### config.mk
export PLATFORM = sky130hd
export DESIGN_NAME = bram_fifo_ctrl
export DESIGN_NICKNAME = d
export VERILOG_FILES = /design/src/rtl/bram_fifo_ctrl.sv
export SDC_FILE = /design/constraint.sdc
export NUM_CORES = 1
export LEC_CHECK = 0
export ABC_AREA = 0
export BUFFER_PORTS_ARGS = -buffer_cell sky130_fd_sc_hd__clkbuf_2
export CELL_PAD_IN_SITES_DETAIL_PLACEMENT = 1
export CELL_PAD_IN_SITES_GLOBAL_PLACEMENT = 2
export CORE_UTILIZATION = 27
export CTS_CLUSTER_DIAMETER = 150
export CTS_CLUSTER_SIZE = 30
export DETAILED_ROUTE_END_ITERATION = 10
export PLACE_DENSITY = 0.75
export SETUP_SLACK_MARGIN = 0.02
export SYNTH_ARGS = -nofsm -noshare
export SYNTH_HDL_FRONTEND = slang
export SYNTH_SLANG_ARGS = --single-unit
export TNS_END_PERCENT = 20
### constraint.sdc
create_clock -name clk -period 3.25 [get_ports clk]
set_input_delay 0.325 -clock clk [delete_from_list [all_inputs] [get_ports clk]]
set_output_delay 0.325 -clock clk [all_outputs]
set_load 0.005 [all_outputs]
### src/rtl/bram_fifo_ctrl.sv
// -----------------------------------------------------------------------------
// bram_fifo_ctrl
//   Stream FIFO controller in front of an external simple dual-port BRAM with
//   one cycle of read latency. Words accepted on the s_* side are written
//   straight into the BRAM. Reads are issued ahead of demand into a two-entry
//   output buffer, so that m_* can deliver one word per cycle.
//
// Ports
//   clk, rst        : clock, synchronous active-high reset
//   s_valid/s_ready : upstream handshake, s_data is the upstream word
//   m_valid/m_ready : downstream handshake, m_data is the oldest buffered word
//   count           : words held (BRAM + read in flight + output buffer)
//   bram_we/bram_wr_addr/bram_wr_data : BRAM write port
//   bram_rd_addr    : BRAM read address, sampled by the BRAM every edge
//   bram_rd_data    : BRAM read data, valid the cycle after the sampling edge
// -----------------------------------------------------------------------------
module bram_fifo_ctrl #(
    parameter int DATA_WIDTH = 32,
    parameter int ADDR_WIDTH = 10
) (
    input  logic                  clk,
    input  logic                  rst,
    input  logic                  s_valid,
    output logic                  s_ready,
    input  logic [DATA_WIDTH-1:0] s_data,
    output logic                  m_valid,
    input  logic                  m_ready,
    output logic [DATA_WIDTH-1:0] m_data,
    output logic [ADDR_WIDTH+1:0] count,
    output logic                  bram_we,
    output logic [ADDR_WIDTH-1:0] bram_wr_addr,
    output logic [DATA_WIDTH-1:0] bram_wr_data,
    output logic [ADDR_WIDTH-1:0] bram_rd_addr,
    input  logic [DATA_WIDTH-1:0] bram_rd_data
);

    localparam logic [ADDR_WIDTH:0] DEPTH_C = {1'b1, {ADDR_WIDTH{1'b0}}};

    logic [ADDR_WIDTH-1:0] wr_ptr_q, wr_ptr_d;
    logic [ADDR_WIDTH-1:0] rd_ptr_q, rd_ptr_d;
    logic [ADDR_WIDTH:0]   mem_count_q, mem_count_d;
    logic                  inflight_q, inflight_d;
    logic [1:0]            out_occ_q, out_occ_d;
    logic [DATA_WIDTH-1:0] buf0_q, buf0_d;   // oldest entry
    logic [DATA_WIDTH-1:0] buf1_q, buf1_d;

    logic       push;
    logic       pop;
    logic       rd_issue;
    logic [2:0] pending;
    logic [1:0] occ_after_pop;

    // Handshakes and read issue
    always_comb begin
        s_ready  = (mem_count_q != DEPTH_C);
        push     = s_valid & s_ready & ~rst;
        m_valid  = (out_occ_q != 2'd0);
        pop      = m_valid & m_ready;
        // Buffer slots already spoken for after this cycle's pop; a new read
        // may only be issued if it is guaranteed a slot when its data lands.
        pending  = {1'b0, out_occ_q} + {2'b00, inflight_q};
        rd_issue = (mem_count_q != '0) & (pending < (3'd2 + {2'b00, pop}));
    end

    always_comb begin
        bram_we      = push;
        bram_wr_addr = wr_ptr_q;
        bram_wr_data = s_data;
        bram_rd_addr = rd_ptr_q;
        // Empty buffer presents zero rather than stale data.
        m_data       = m_valid ? buf0_q : '0;
        count        = (ADDR_WIDTH+2)'(mem_count_q)
                     + (ADDR_WIDTH+2)'(inflight_q)
                     + (ADDR_WIDTH+2)'(out_occ_q);
    end

    // Next-state
    always_comb begin
        wr_ptr_d    = wr_ptr_q;
        rd_ptr_d    = rd_ptr_q;
        mem_count_d = mem_count_q;
        inflight_d  = rd_issue;
        buf0_d      = buf0_q;
        buf1_d      = buf1_q;

        if (push) begin
            wr_ptr_d = wr_ptr_q + ADDR_WIDTH'(1);
        end
        if (rd_issue) begin
            rd_ptr_d = rd_ptr_q + ADDR_WIDTH'(1);
        end
        mem_count_d = mem_count_q + (ADDR_WIDTH+1)'(push) - (ADDR_WIDTH+1)'(rd_issue);

        // Shift on pop first, then append the landing read word behind
        // whatever remains so FIFO order is preserved.
        occ_after_pop = out_occ_q - {1'b0, pop};
        if (pop) begin
            buf0_d = buf1_q;
        end
        if (inflight_q) begin
            if (occ_after_pop == 2'd0) begin
                buf0_d = bram_rd_data;
            end else begin
                buf1_d = bram_rd_data;
            end
        end
        out_occ_d = occ_after_pop + {1'b0, inflight_q};
    end

    // Control state, cleared by reset
    always_ff @(posedge clk) begin
        if (rst) begin
            wr_ptr_q    <= '0;
            rd_ptr_q    <= '0;
            mem_count_q <= '0;
            inflight_q  <= 1'b0;
            out_occ_q   <= 2'd0;
        end else begin
            wr_ptr_q    <= wr_ptr_d;
            rd_ptr_q    <= rd_ptr_d;
            mem_count_q <= mem_count_d;
            inflight_q  <= inflight_d;
            out_occ_q   <= out_occ_d;
        end
    end

    // Buffer data, qualified by out_occ_q so it needs no reset
    always_ff @(posedge clk) begin
        buf0_q <= buf0_d;
        buf1_q <= buf1_d;
    end

endmodule
==> key figures <==
Critical path
  – Kind of critical path: reg -> reg
  – Critical path data required time: ~3.5 ns
  – CP startpoint kind: register
  – CP cell instances: ha_4, ha_4, nor2_4, a21oi_4, nor2_2, ha_1, inv_2, ha_4, fa_2, a211o_1, a31oi_1, o21bai_1, a211oi_2, mux2_4
  – Critical path's largest stage delay: 0.35 ns
  – Setup crit end kind: register
  – Maximum fanout along the worst path: 2
  – Max stage delay cell, worst path: sky130_fd_sc_hd__fa_2
  – Crit path DAT: approximately 3.4 ns
  – Worst-case register-to-register setup slack: ~0.14 ns
  – Most frequent cell on the critical path: sky130_fd_sc_hd__ha_4

Synthesis
  – Count of yosys warnings during synthesis: 0
  – Summed instance area of the synthesized netlist: a little under 0.005 mm2
  – Cell variety after synth: 46
  – Area contributors post-synth: sky130_fd_sc_hd__dfxtp_1, sky130_fd_sc_hd__edfxtp_1, sky130_fd_sc_hd__ha_1
  – Average cell area after synthesis: ~10 um2
  – Cell count after synthesis: about 500
  – Post-synth EDFFs: 32
  – Part of the Yosys area used for sequential elements: 45.9%
  – Most used flip-flop cell after synthesis: sky130_fd_sc_hd__dfxtp_1
  – Number of storage elements in the synthesis netlist: 98
  – Share of the synthesized area in the top cell type: a little over a quarter
  – Post-synthesis async set-or-reset flop share: 0%
  – Number of nets produced by synthesis: between 500 and 600
  – Biggest area consumer among synthesized cells: sky130_fd_sc_hd__dfxtp_1

Placed design
  – Post-Place Worst Slack: -0.00407 ns
  – Cell count after placement: roughly 800
  – Final HPWL DP: slightly below 9000 um
  – Final Wtd Congestion: roughly 0.74
  – Input/output buffers: 102

Finish
  – Number of standard cells in the layout, taps in and fillers out: roughly 820
  – Multi-input gate area: ~0.0024 mm2
  – Final core occ: ~34%
  – Layout-stage area growth over the synthesis result: 22.0%
  – Number of fillers in the final layout: around 2.1k
  – Fraction of final layout cells with drive strength greater than 1: a little under 30%
  – Highest-count cells in the layout ignoring fill and taps: sky130_fd_sc_hd__clkbuf_2, sky130_fd_sc_hd__nor2_1, sky130_fd_sc_hd__dfxtp_1, sky130_fd_sc_hd__a21oi_1
  – Commonest non-fill, non-tap cell in the layout: sky130_fd_sc_hd__clkbuf_2
  – Net total in the final layout: between 600 and 700
  – Footprint of the flip-flops and latches: 0.00229 mm2
  – Antenna cells: 0

Floorplan
  – Starting utilization of the core area: between 20% and 30%
  – Core Region: 0.0180 mm2
  – Total Die Area: about 0.019 mm2
  – X dimension of the die: between 100 and 150 um
  – Overall die height: between 100 and 150 um
  – Number of cell rows: 49
  – Number of top-level pins: roughly 170

Power and ir drop
  – Net Sw Power: between 2 and 2.5 mW
  – Static power due to leakage: between 2 and 3 nW
  – Combinational power share: between 50% and 60%
  – Total power: between 6 and 7 mW
  – Register share of total power: roughly 31%
  – Worst IR drop on VDD: approximately 0.41 mV
  – Switching share of power: 38.1%
  – Int Power: between 3 and 4 mW
  – Clock share of power: around 17%
  – Pwr per Cell Area: 1060 mW/mm2

Clocking
  – Clock transition at path regs: 0.07 ns
  – Number of sinks driven by the clock tree: 98
  – Total CTS buffers: 9
  – CTS root buf: sky130_fd_sc_hd__clkbuf_16
  – Maximum root-to-sink buffer count: 2
  – H-tree depth reported by CTS: 3
  – CTS tree: built
  – CTS Hold Buffers Added: 0
  – Insertion delay to the later sink of the worst-skew pair: 0.35 ns

Detailed routing
  – DR DRC count: 0
  – Residual antenna-violating net count after detailed routing: 0
  – Wire length per cell after detailed routing: 14.8 um
  – Number of vias per cell after detailed routing: between 4 and 5
  – Total length of routed wires: ~12000 um
  – Vias after detailed routing: approximately 3.7k
  – Violation count after the first detailed-routing iteration: 83
  – Number of iterations in the first detailed-routing pass: 4

Timing
  – Final WS setup: approximately 0.14 ns
  – Max-slew violation total from the final report: 0
  – Max Clock Skew: between 0.004 and 0.005 ns
  – Setup TNS Final: 0 ns
  – Fraction of the cycle the final worst path needs: 95.8%
  – Tightest slew margin relative to the limit: a little under 60%
  – Measured slew at the worst slew-check pin: about 0.61 ns
  – Final setup violation count: 0
  – Minimum clock period: a little over 3 ns
  – Maximum operating frequency: approximately 320 MHz
  – Final count of hold timing violations: 0

Global route
  – Grt ovf: 0
  – First-pass GRT wire length: a little under 20000 um
  – Maximum number of pins on one net before global-route repair: approximately 50
  – Overall routing resource usage: roughly an eighth
  – Antenna violations before repair: 0
  – Via count of the first global-routing pass: between 3k and 4k

Run
  – Number of max-capacitance violations reported: 0

Run status
  – Run status: completed

Hold path
  – Kind of path behind the tightest hold check: in -> reg
## sequential cells by signal (all words and copies together), names as in the netlist
register,count
bram_rd_addr,10
bram_wr_addr,10
buf0_q,32
buf1_q,32
inflight_q,1
mem_count_q,11
out_occ_q,2
## repair_timing
item,4_1_cts,5_1_grt
cloned,0,0
pin swaps,4,11
setup buffers,1,1
gates resized for setup,3,19
setup endpoints to repair,1,2
hold endpoints to repair,0,0
## cell usage after synthesis (2+ instances only)
master                      n
sky130_fd_sc_hd__a211oi_1   2
sky130_fd_sc_hd__a21oi_1   44
sky130_fd_sc_hd__and2_1    33
sky130_fd_sc_hd__and3_1     2
sky130_fd_sc_hd__and3b_1    2
sky130_fd_sc_hd__buf_2      3
sky130_fd_sc_hd__buf_4     32
sky130_fd_sc_hd__clkbuf_1  14
sky130_fd_sc_hd__dfxtp_1   66
sky130_fd_sc_hd__edfxtp_1  32
sky130_fd_sc_hd__fa_1       3
sky130_fd_sc_hd__ha_1      30
sky130_fd_sc_hd__inv_1     21
sky130_fd_sc_hd__mux2_2     3
sky130_fd_sc_hd__mux2i_1   33
sky130_fd_sc_hd__nand2_1   11
sky130_fd_sc_hd__nand2b_1   2
sky130_fd_sc_hd__nand3_1   11
sky130_fd_sc_hd__nand4_1    3
sky130_fd_sc_hd__nor2_1    66
sky130_fd_sc_hd__nor2b_1   10
sky130_fd_sc_hd__nor3_1     5
sky130_fd_sc_hd__nor4_1     5
sky130_fd_sc_hd__o21a_1     3
sky130_fd_sc_hd__o21ai_0    6
sky130_fd_sc_hd__o31ai_1    3
sky130_fd_sc_hd__or2_2      2
sky130_fd_sc_hd__or3_1      3
sky130_fd_sc_hd__or4_1      2
sky130_fd_sc_hd__xnor2_1   27
sky130_fd_sc_hd__xor2_1     3
## worst max-delay path: cells and delay by family (launching register included)
kind                     cells  cell delay (ns)
adder cells (fa/ha/maj)      5             1.22
AO/OA/AOI/OAI                5             0.97
flip-flops                   1             0.34
multiplexers                 1             0.32
AND/OR/NAND/NOR              2             0.10
buffers and inverters        1             0.05
## routing by layer
metal  vias to the layer above  global-route usage (%)  share of wire [%]
met1                      1811                    15.5                 44
met5                         -                       0                  0
met4                         0                    5.07                1.3
met3                        12                    2.80                4.6
met2                        72                    23.3                 50
li1                       1838                       -                  -
## through the flow
step / hold WS (ns) / area (um2)
6_report: 0.171 / 6060
3_5_place_dp: 0.505 / 5670
5_1_grt: 0.157 / 6060
3_3_place_gp: 0.490 / 5670
2_1_floorplan: 0.424 / 4980
4_1_cts: 0.152 / 5990
## logic make-up (layout without fill, tap and decap cells)
family                     after synthesis  after routing  synth area share (%)
adders and majority gates               33             33                  8.77
xor gates and xnor gates                30             30                  5.29
DFF                                     98             98                  45.9
AOI/OAI and AO/OA                       67             67                  7.76
muxes                                   36             36                  7.33
buffers and inverters                   71            167                  8.01
and+or+nand+nor                        162            162                  16.9
## worst paths after layout
path | start | end | cells after the start
min reg2reg | bram_rd_addr[8] | bram_rd_addr[8] | 2
max reg2reg | out_occ_q[0] | mem_count_q[10] | 14
max | out_occ_q[0] | mem_count_q[10] | 14
min | bram_rd_data[20] | buf1_q[20] | 1
## cell type report
class                   instances  share of cell area, %
inverters                      21                   1.30
clock buffers                  10                   3.94
well taps                     229                   4.73
multi-input cells             328                   39.3
clock inverters                 6                   1.09
repair buffers                130                   11.9
flip-flops and latches         98                   37.7
## power by group through the flow
stage	registers (mW)	logic (mW)	clock network (mW)
2_1_floorplan	1.98	2.10	0
3_5_place_dp	2.00	3.24	0
3_3_place_gp	1.96	3.16	0
4_1_cts	1.98	3.31	1.14
6_report	1.98	3.34	1.10
5_1_grt	2.03	3.78	1.19
No activity file was read; power rests on OpenSTA's default activity.
